[src/rtl/misc_exec_unit.sv]
// misc_exec_unit: execution unit for the misc issue slot (NOP, HALT, IN, OUT,
// RXCNT). A TX byte FIFO decouples OUT from the UART transmitter and an RX
// byte FIFO buffers received bytes until IN or RXCNT consume them.
//
// Handshakes: a byte moves across tx_* or rx_* in exactly the cycle where
// valid and ready are both high at the rising clock edge. The producer holds
// data stable while valid is high and not yet accepted. issue is accepted
// only when busy==0 and halted==0; completed pulses for one cycle and out
// holds the result from that cycle on.
module misc_exec_unit #(
    parameter int DATA_W   = 32,
    parameter int IO_W     = 8,
    parameter int OP_W     = 6,
    parameter int TX_DEPTH = 4,
    parameter int RX_DEPTH = 4
) (
    input  logic              clk,
    input  logic              reset,
    input  logic              issue,
    input  logic [OP_W-1:0]   inst_num,
    input  logic [DATA_W-1:0] pc,
    input  logic [DATA_W-1:0] rs,
    input  logic [DATA_W-1:0] rd,
    output logic              busy,
    output logic              completed,
    output logic [DATA_W-1:0] out,
    output logic              halted,
    output logic [IO_W-1:0]   tx_data,
    output logic              tx_valid,
    input  logic              tx_ready,
    input  logic [IO_W-1:0]   rx_data,
    input  logic              rx_valid,
    output logic              rx_ready,
    output logic [2:0]        dbg_state
);
    localparam int TX_AW = $clog2(TX_DEPTH);
    localparam int RX_AW = $clog2(RX_DEPTH);
    localparam int TX_CW = TX_AW + 1;
    localparam int RX_CW = RX_AW + 1;

    localparam logic [2:0] S_IDLE    = 3'd0;
    localparam logic [2:0] S_EXEC    = 3'd1;
    localparam logic [2:0] S_WAIT_TX = 3'd2;
    localparam logic [2:0] S_WAIT_RX = 3'd3;
    localparam logic [2:0] S_HALTED  = 3'd4;

    localparam logic [OP_W-1:0] OP_NOP   = OP_W'(4);
    localparam logic [OP_W-1:0] OP_HALT  = OP_W'(5);
    localparam logic [OP_W-1:0] OP_IN    = OP_W'(6);
    localparam logic [OP_W-1:0] OP_OUT   = OP_W'(7);
    localparam logic [OP_W-1:0] OP_RXCNT = OP_W'(8);

    logic [2:0]             state_q, state_d;
    logic [OP_W-1:0]        op_q, op_d;
    logic [IO_W-1:0]        rs_q, rs_d;
    logic [DATA_W-IO_W-1:0] rd_q, rd_d;
    logic                   completed_q, completed_d;
    logic [DATA_W-1:0]      out_q, out_d;
    logic                   halted_q, halted_d;

    logic [IO_W-1:0]  tx_mem_q [TX_DEPTH];
    logic [IO_W-1:0]  tx_mem_d [TX_DEPTH];
    logic [TX_AW-1:0] tx_wr_q, tx_wr_d, tx_rd_q, tx_rd_d;
    logic [TX_CW-1:0] tx_cnt_q, tx_cnt_d;
    logic [IO_W-1:0]  rx_mem_q [RX_DEPTH];
    logic [IO_W-1:0]  rx_mem_d [RX_DEPTH];
    logic [RX_AW-1:0] rx_wr_q, rx_wr_d, rx_rd_q, rx_rd_d;
    logic [RX_CW-1:0] rx_cnt_q, rx_cnt_d;

    logic tx_push, tx_pop, rx_push, rx_pop;
    logic tx_full, rx_empty;
    logic unused_ok;

    // pc is only carried through the slot; the unsent/unmerged operand bits are dropped
    assign unused_ok = ^{pc, rs[DATA_W-1:IO_W], rd[IO_W-1:0]};

    assign tx_full   = (tx_cnt_q == TX_CW'(TX_DEPTH));
    assign rx_empty  = (rx_cnt_q == '0);
    assign busy      = completed_q || (state_q == S_EXEC) ||
                       (state_q == S_WAIT_TX) || (state_q == S_WAIT_RX);
    assign completed = completed_q;
    assign out       = out_q;
    assign halted    = halted_q;
    assign dbg_state = state_q;
    assign tx_data   = tx_mem_q[tx_rd_q];
    // Reset forces the UART-facing flags to their idle values immediately
    assign tx_valid  = !reset && (tx_cnt_q != '0);
    assign rx_ready  = reset || (rx_cnt_q != RX_CW'(RX_DEPTH));
    assign tx_pop    = tx_valid && tx_ready;
    assign rx_push   = rx_valid && rx_ready;

    // Op sequencing: accept, execute or retry, then pulse completed
    always_comb begin
        state_d     = state_q;
        op_d        = op_q;
        rs_d        = rs_q;
        rd_d        = rd_q;
        out_d       = out_q;
        halted_d    = halted_q;
        completed_d = 1'b0;
        tx_push     = 1'b0;
        rx_pop      = 1'b0;
        case (state_q)
            S_IDLE: begin
                if (issue && !busy) begin
                    state_d = S_EXEC;
                    op_d    = inst_num;
                    rs_d    = rs[IO_W-1:0];
                    rd_d    = rd[DATA_W-1:IO_W];
                end
            end
            S_EXEC, S_WAIT_TX, S_WAIT_RX: begin
                case (op_q)
                    OP_HALT: begin
                        out_d       = '1;
                        halted_d    = 1'b1;
                        completed_d = 1'b1;
                        state_d     = S_HALTED;
                    end
                    OP_OUT: begin
                        if (!tx_full) begin
                            tx_push     = 1'b1;
                            completed_d = 1'b1;
                            state_d     = S_IDLE;
                        end else begin
                            state_d = S_WAIT_TX;
                        end
                    end
                    OP_IN: begin
                        if (!rx_empty) begin
                            rx_pop      = 1'b1;
                            out_d       = {rd_q, rx_mem_q[rx_rd_q]};
                            completed_d = 1'b1;
                            state_d     = S_IDLE;
                        end else begin
                            state_d = S_WAIT_RX;
                        end
                    end
                    OP_RXCNT: begin
                        out_d       = DATA_W'(rx_cnt_q);
                        completed_d = 1'b1;
                        state_d     = S_IDLE;
                    end
                    OP_NOP: begin
                        completed_d = 1'b1;
                        state_d     = S_IDLE;
                    end
                    default: begin
                        completed_d = 1'b1;
                        state_d     = S_IDLE;
                    end
                endcase
            end
            S_HALTED: state_d = S_HALTED;
            default:  state_d = S_IDLE;
        endcase
    end

    // FIFO bookkeeping: push and pop may both happen in one cycle
    always_comb begin
        tx_mem_d = tx_mem_q;
        tx_wr_d  = tx_wr_q;
        tx_rd_d  = tx_rd_q;
        rx_mem_d = rx_mem_q;
        rx_wr_d  = rx_wr_q;
        rx_rd_d  = rx_rd_q;
        if (tx_push) begin
            tx_mem_d[tx_wr_q] = rs_q;
            tx_wr_d           = tx_wr_q + 1'b1;
        end
        if (tx_pop) tx_rd_d = tx_rd_q + 1'b1;
        if (rx_push) begin
            rx_mem_d[rx_wr_q] = rx_data;
            rx_wr_d           = rx_wr_q + 1'b1;
        end
        if (rx_pop) rx_rd_d = rx_rd_q + 1'b1;
        tx_cnt_d = tx_cnt_q + TX_CW'(tx_push) - TX_CW'(tx_pop);
        rx_cnt_d = rx_cnt_q + RX_CW'(rx_push) - RX_CW'(rx_pop);
    end

    // Control and pointer registers with synchronous reset
    always_ff @(posedge clk) begin
        if (reset) begin
            state_q     <= S_IDLE;
            op_q        <= '0;
            rs_q        <= '0;
            rd_q        <= '0;
            completed_q <= 1'b0;
            out_q       <= '0;
            halted_q    <= 1'b0;
            tx_wr_q     <= '0;
            tx_rd_q     <= '0;
            tx_cnt_q    <= '0;
            rx_wr_q     <= '0;
            rx_rd_q     <= '0;
            rx_cnt_q    <= '0;
        end else begin
            state_q     <= state_d;
            op_q        <= op_d;
            rs_q        <= rs_d;
            rd_q        <= rd_d;
            completed_q <= completed_d;
            out_q       <= out_d;
            halted_q    <= halted_d;
            tx_wr_q     <= tx_wr_d;
            tx_rd_q     <= tx_rd_d;
            tx_cnt_q    <= tx_cnt_d;
            rx_wr_q     <= rx_wr_d;
            rx_rd_q     <= rx_rd_d;
            rx_cnt_q    <= rx_cnt_d;
        end
    end

    // FIFO storage; contents are meaningless once the counters are cleared
    always_ff @(posedge clk) begin
        tx_mem_q <= tx_mem_d;
        rx_mem_q <= rx_mem_d;
    end
endmodule
[config.mk]
export PLATFORM = sky130hd
export DESIGN_NAME = misc_exec_unit
export DESIGN_NICKNAME = d
export VERILOG_FILES = /design/src/rtl/misc_exec_unit.sv
export SDC_FILE = /design/constraint.sdc
export NUM_CORES = 1
export LEC_CHECK = 0
export ABC_AREA = 1
export BUFFER_PORTS_ARGS = -buffer_cell sky130_fd_sc_hd__buf_4
export CAP_MARGIN = 20
export CORE_ASPECT_RATIO = 1.5
export CORE_MARGIN = 5
export CORE_UTILIZATION = 48
export DETAILED_ROUTE_END_ITERATION = 8
export PLACE_DENSITY = 0.74
export SETUP_SLACK_MARGIN = 0.1
export SLEW_MARGIN = 20
export SYNTH_ARGS = -nofsm -noshare
export SYNTH_HDL_FRONTEND = slang
export SYNTH_SLANG_ARGS = --single-unit
export TNS_END_PERCENT = 5
[constraint.sdc]
create_clock -name clk -period 2.2 [get_ports clk]
set_input_delay 0 -clock clk [delete_from_list [all_inputs] [get_ports clk]]
set_output_delay 0 -clock clk [all_outputs]
set_load 0.05 [all_outputs]
==> results.txt, run 1 <==
Crit-path slowest cell: fa_2
Initial core utilization: 0.491
Ys Warns: 0
Setup TNS: 0 ns
Hold Startpoint: reset
Achievable frequency: 484 MHz
Io pins: 163
CP Data Required Time: 2.50 ns
Final worst path period share: 0.939
R2R Setup Slk: 0.13 ns
Synthesized area per cell: 8.59 um^2
Hold Path Class: primary input to register
Vias in the first global route: 5202
Final hold slack: -0.151 ns
Post-synth EDFFs: 64
Largest net degree at the start of global routing: 83
Total GRT Usage: 0.198
Sequential fraction of the synthesis area: 0.577
Cells along the critical path: inv_2 -> nand2_2 -> nor2_4 -> nand3_2 -> nor3_4 -> inv_2 -> ha_4 -> inv_2 -> ha_4 -> inv_2 -> fa_2 -> nor2_1
Crit path top cell by count: inv_2
Clock-pin slew on the worst setup and hold paths: 0.06 ns
Via count: 5345
Final wirelength: 15.5 mm
CORE AREA: 13100 um^2
Setup CP Type: register to register
Max Cap Viol: 0
Syn Inst Count: 748
Worst VDD drop: 0.000514 V
Nets: 1038
WL per Instance: 14.3 um
Crit path time final: 2.07 ns
Worst r2r src: op_q[3]
Synthesized cell area: 6420 um^2
Clock Sinks: 153
Crit-path max cell delay: 0.50 ns
Clock network latency to the later pin of the worst-skew pair: 0.42 ns
Initial DRT Pass Iterations: 5
Die Span Y: 152 um
RePlAce Congestion: 0.769
DRT iter0 DRCs: 248
Skew final: 0.00816 ns
Worst r2r dst: tx_cnt_q[1]
Synth top area share: 0.299
Area growth syn-to-layout: 35.0%
Final slew viol count: 0
Final hold vios: 4
Synth Register Bits: 153
Total gr overflow: 0
Final instance area: 8670 um^2
Syn nets: 877
Top post-synthesis cells by area: edfxtp_1, dfxtp_1, nor2_1, nand2_1, o21ai_0
Worst-Margin Slew: 0.773 ns
Crit path capture type: register
Power Total: 7.20 mW
Vias per cell: 4.94
Bufs on Longest Clock Path: 2
Setup violations, final: 0
Slew HR: 0.485
Hold buffers post-CTS: 51
Crit path max-delay family: adder cells
CTS tree: built
CTS Root Cell: clkbuf_16
WP data arrival: 2.37 ns
Critical path startpoint category: register
PortBufs: 98
Total power divided by cell area: 830 nW/um^2
Row count: 51
Asr flop ratio synth: 0
Cell leakage power: 3.64 nW
RSZ-0062 raised after global routing: yes
Reg2reg path depth: 12
Hold path depth: 2
Global-route wire length before repair: 25.1 mm
Most area-hungry cell type in the Yosys netlist: edfxtp_1
Buf+Inv Stages, Crit Path: 4
Final ANT Viol Nets: 0
Distinct cells, synth: 27
Proportion of layout cells with a drive suffix above 1: 0.223
Failing checks: hold timing
Top FF cell, synth: dfxtp_1
DIE AREA: 15800 um^2
Num CTS Buffers: 17
Min-Delay Endpoint: tx_cnt_q[1]
H-tree depth: 4
Placed cell areas: 7490 um^2
Die width: 104 um
DPL Wire Length: 9.90 mm
Crit path max fanout: 3
Residual DRC: 0
Initial antenna violation count: 1
Status: finished with violations
[cell families (layout without fill, tap and decap cells)]
family / after synthesis / count (layout) / synth area share
xor+xnor: 1 / 1 / 0.00136
fa+ha+maj: 14 / 14 / 0.0296
buf+inv: 133 / 307 / 0.0820
compound gates: 133 / 133 / 0.106
other cells: 0 / 1 / 0
simple gates: 314 / 314 / 0.205
flops: 153 / 153 / 0.577
[where the power goes]
group	internal (mW)	leakage, nW	total (mW)	switching [mW]
clock	1.70	0.276	2.84	1.14
sequential	3.12	1.32	3.22	0.100
combinational	0.435	2.04	1.14	0.703
total	5.25	3.64	7.20	1.95
[placed cells by master, fill, tap and decap left out, drive strengths merged]
cell         count
dlygate4sd3     51
xnor2            1
ha              12
nand2          118
nand4            6
edfxtp          64
a21oi           49
nor3             4
or2              1
o21ai           73
bufinv           2
nand3           46
clkinvlp         3
clkinv           6
o21a             1
inv             98
a31oi            1
buf            129
fa               2
clkbuf          18
o22ai            9
nor2           139
diode            1
dfxtp           89
[through the flow]
stage / std cells / setup WS (ns) / util
floorplan: 748 / 0.0855 / -
global route: 1082 / 0.0475 / 0.663
finish: 1082 / 0.134 / 0.663
detailed placement: 993 / 0.0408 / 0.572
global placement: 993 / 0.117 / 0.572
CTS: 1078 / 0.0952 / 0.658
[sequential cells by signal (all words and copies together), names as in the netlist]
signal / count
rs_q: 8
completed: 1
rx_mem_q: 32
op_q: 6
rx_wr_q: 2
dbg_state: 3
rx_rd_q: 2
tx_wr_q: 2
halted: 1
rd_q: 24
tx_mem_q: 32
rx_cnt_q: 3
tx_cnt_q: 3
out: 32
tx_rd_q: 2
[how the worst max path moves through the flow]
stage,endpoint,from,cells past startpoint
after floorplan,rx_cnt_q[2],op_q[4],14
after global placement,tx_cnt_q[1],op_q[5],12
after detailed placement,tx_cnt_q[1],op_q[3],12
after CTS,tx_cnt_q[1],dbg_state[0],11
after global routing,tx_cnt_q[1],op_q[3],12
final,tx_cnt_q[1],op_q[3],12
[worst reg2reg max path, delay by kind of cell, from the launching register on]
kind                     cells  cell delay (ns)
flip-flops                   1             0.33
adder cells (fa/ha/maj)      3             0.83
buffers and inverters        4             0.24
AND/OR/NAND/NOR              5             0.55
[layout make-up]
class / count / area [um^2]
Sequential cell: 153 / 3720
Clock buffer: 18 / 439
Antenna cell: 1 / 2.50
Multi-Input combinational cell: 462 / 2310
Fill cell: 1025 / 4410
Tap cell: 159 / 199
Clock inverter: 14 / 146
Timing Repair Buffer: 180 / 1500
Inverter: 95 / 357
[layer usage]
| metal | share of wire | GRT usage | vias to the layer above |
|---|---|---|---|
| met5 | 0 | 0 | - |
| met4 | 0.017 | 0.0661 | 0 |
| met3 | 0.042 | 0.0483 | 18 |
| met2 | 0.55 | 0.368 | 137 |
| met1 | 0.39 | 0.220 | 2444 |
| li1 | - | - | 2746 |
[synth_stat cells (4+ instances only)]
master	number
nand4_1	6
buf_4	4
inv_1	94
a21oi_1	49
dfxtp_1	89
nor2_2	5
o21ai_0	73
buf_2	10
nand2_1	116
o22ai_1	9
edfxtp_1	64
clkbuf_1	22
nor2_1	131
nand3_1	44
ha_1	12
[what timing repair did]
action | 4_1_cts | 5_1_grt
pin swaps | 2 | 6
hold endpoints to repair | 79 | 4
setup buffers | 2 | 3
cloned | 0 | 0
gates resized for setup | 2 | 20
setup endpoints to repair | 3 | 4
No activity file was read; power rests on OpenSTA's default activity.
==> run 2, diff against run 1 <==
Settings changed: BUFFER_PORTS_ARGS -buffer_cell sky130_fd_sc_hd__buf_4 to -buffer_cell sky130_fd_sc_hd__buf_2.
==> results.txt, run 2 (same netlist as run 1, synthesis figures left out) <==
Flop pwr share: 0.449
Worst VDD drop: 0.000562 V
Crit path time final: 2.08 ns
Final ANT Viol Nets: 0
Proportion of layout cells with a drive suffix above 1: 0.234
Total gr overflow: 0
Final std cells w/o fill: 1086
Most frequent cells in the layout: nor2_1, nand2_1, buf_2
RePlAce Congestion: 0.789
Skew final: 0.00906 ns
Switching power: 1.86 mW
Most common cell after layout, fill and taps aside: nor2_1
Reg2reg path depth: 12
Initial antenna violation count: 0
WL per Instance: 14.3 um
Hold Path Class: primary input to register
Sw Share: 0.259
DPL Wire Length: 10.1 mm
CTS tree: built
Setup CP Type: register to register
Clk pwr share: 0.399
Cells along the critical path: inv_2 -> nand2_2 -> nor2_4 -> nand3_2 -> nor3_4 -> inv_2 -> ha_4 -> inv_2 -> ha_4 -> inv_2 -> fa_2 -> nor2_2
Io pins: 163
Clock Sinks: 153
Ant. Diodes: 0
CP Capture Point: tx_cnt_q[1]
Clock-pin slew on the worst setup and hold paths: 0.06 ns
Crit path max fanout: 3
Vias per cell: 4.94
Filler Cell Count: 1053
CORE AREA: 13100 um^2
Pint: 5.32 mW
Largest net degree at the start of global routing: 83
Worst r2r dst: tx_cnt_q[1]
Final worst path period share: 0.948
Comb power frac: 0.153
Achievable frequency: 480 MHz
Total power divided by cell area: 849 nW/um^2
Setup violations, final: 0
Final slew viol count: 0
Nets: 1043
Area growth syn-to-layout: 31.7%
Num CTS Buffers: 17
Crit path capture type: register
Vias in the first global route: 5304
CTS Root Cell: clkbuf_16
Max Cap Viol: 0
H-tree depth: 4
WP data arrival: 2.38 ns
Critical path startpoint category: register
RSZ-0062 raised after global routing: yes
R2R Setup Slk: 0.12 ns
Final wirelength: 15.6 mm
Worst r2r src: op_q[3]
Residual DRC: 0
CP Data Required Time: 2.50 ns
Status: finished, final reports clean
Slew HR: 0.480
Via count: 5364
Initial DRT Pass Iterations: 5
Die Span Y: 152 um
DRT iter0 DRCs: 275
Worst-Margin Slew: 0.780 ns
Global-route wire length before repair: 25.0 mm
Initial core utilization: 0.491
Cell leakage power: 3.61 nW
Crit path top cell by count: inv_2
Die width: 104 um
DIE AREA: 15800 um^2
PortBufs: 98
Row count: 51
Bufs on Longest Clock Path: 2
Setup TNS: 0 ns
Crit-path max cell delay: 0.53 ns
Total GRT Usage: 0.198
CP Launch Point: op_q[3]
Placed insts: 999
Clock network latency to the later pin of the worst-skew pair: 0.41 ns
Crit-path slowest cell: fa_2
Final hold vios: 0
==> run 2: changes by cell type in the layout (fill, tap and decap cells not counted), sizes merged <==
cell	before	now
clkbuf	18	23
inv	98	95
clkinv	6	5
bufinv	2	3
buf	129	138
clkinvlp	3	1
dlygate4sd3	51	47
diode	1	0
==> run 2: through the flow <==
step | power [mW] | hold WS (ns) | utilization | area (um^2) | setup WS [ns]
after floorplan | 3.95 | 0.0989 | - | 6500 | 0.0855
after global placement | 4.23 | 0.212 | 0.557 | 7290 | 0.0978
after detailed placement | 4.26 | 0.218 | 0.557 | 7290 | 0.0270
after CTS | 7.19 | 0.00601 | 0.641 | 8390 | 0.103
after global routing | 7.48 | 0.0269 | 0.647 | 8460 | 0.00990
final | 7.18 | 0.0112 | 0.647 | 8460 | 0.115
==> run 2: final cells by class <==
class / instances / area (um^2) / share of cell area
sequential: 153 / 3720 / 0.440
multi-input combinational: 462 / 2310 / 0.274
timing repair buffer: 185 / 1290 / 0.152
clock buffer: 23 / 458 / 0.0541
inverter: 95 / 357 / 0.0421
tap: 159 / 199 / 0.0235
clock inverter: 9 / 125 / 0.0148
==> run 2: how the worst min path moves through the flow <==
stage | depth (start not counted) | slack [ns] | startpoint | endpoint
4_1_cts | 3 | 0.006 | inst_num[4] | op_q[4]
5_1_grt | 3 | 0.03 | inst_num[4] | op_q[4]
3_3_place_gp | 1 | 0.21 | rx_data[0] | rx_mem_q[0]
6_report | 3 | 0.01 | inst_num[4] | op_q[4]
3_5_place_dp | 1 | 0.22 | rx_data[6] | rx_mem_q[30]
2_1_floorplan | 0 | 0.1 | rx_data[0] | rx_mem_q[0]
==> run 2: power by group through the flow <==
stage	clock network [mW]	logic (mW)	registers [mW]
after floorplan	0	0.643	3.31
after global placement	0	0.968	3.26
after detailed placement	0	0.988	3.27
after CTS	2.91	1.07	3.21
after global routing	3.03	1.21	3.24
final	2.86	1.10	3.22
==> run 2: metal layers <==
layer  track usage  vias to the layer above  share of wire
met5             0                        -              0
met2         0.377                      159           0.56
met4        0.0765                        0          0.020
met1         0.212                     2438           0.38
met3        0.0407                       22          0.043
li1              -                     2745              -
==> run 2: critical path, delay by kind of cell, from the launching register on <==
family                     cells  cell delay, ns
adders and majority gates      3            0.87
and+or+nand+nor                5            0.53
buffers and inverters          4            0.25
DFF                            1            0.34
==> run 2: repair_timing <==
action                     CTS  global route
setup buffers                4             4
hold endpoints to repair    78             0
hold buffers                47             0
setup endpoints to repair    4             4
pin swaps                    3             7
resized for setup            6            21
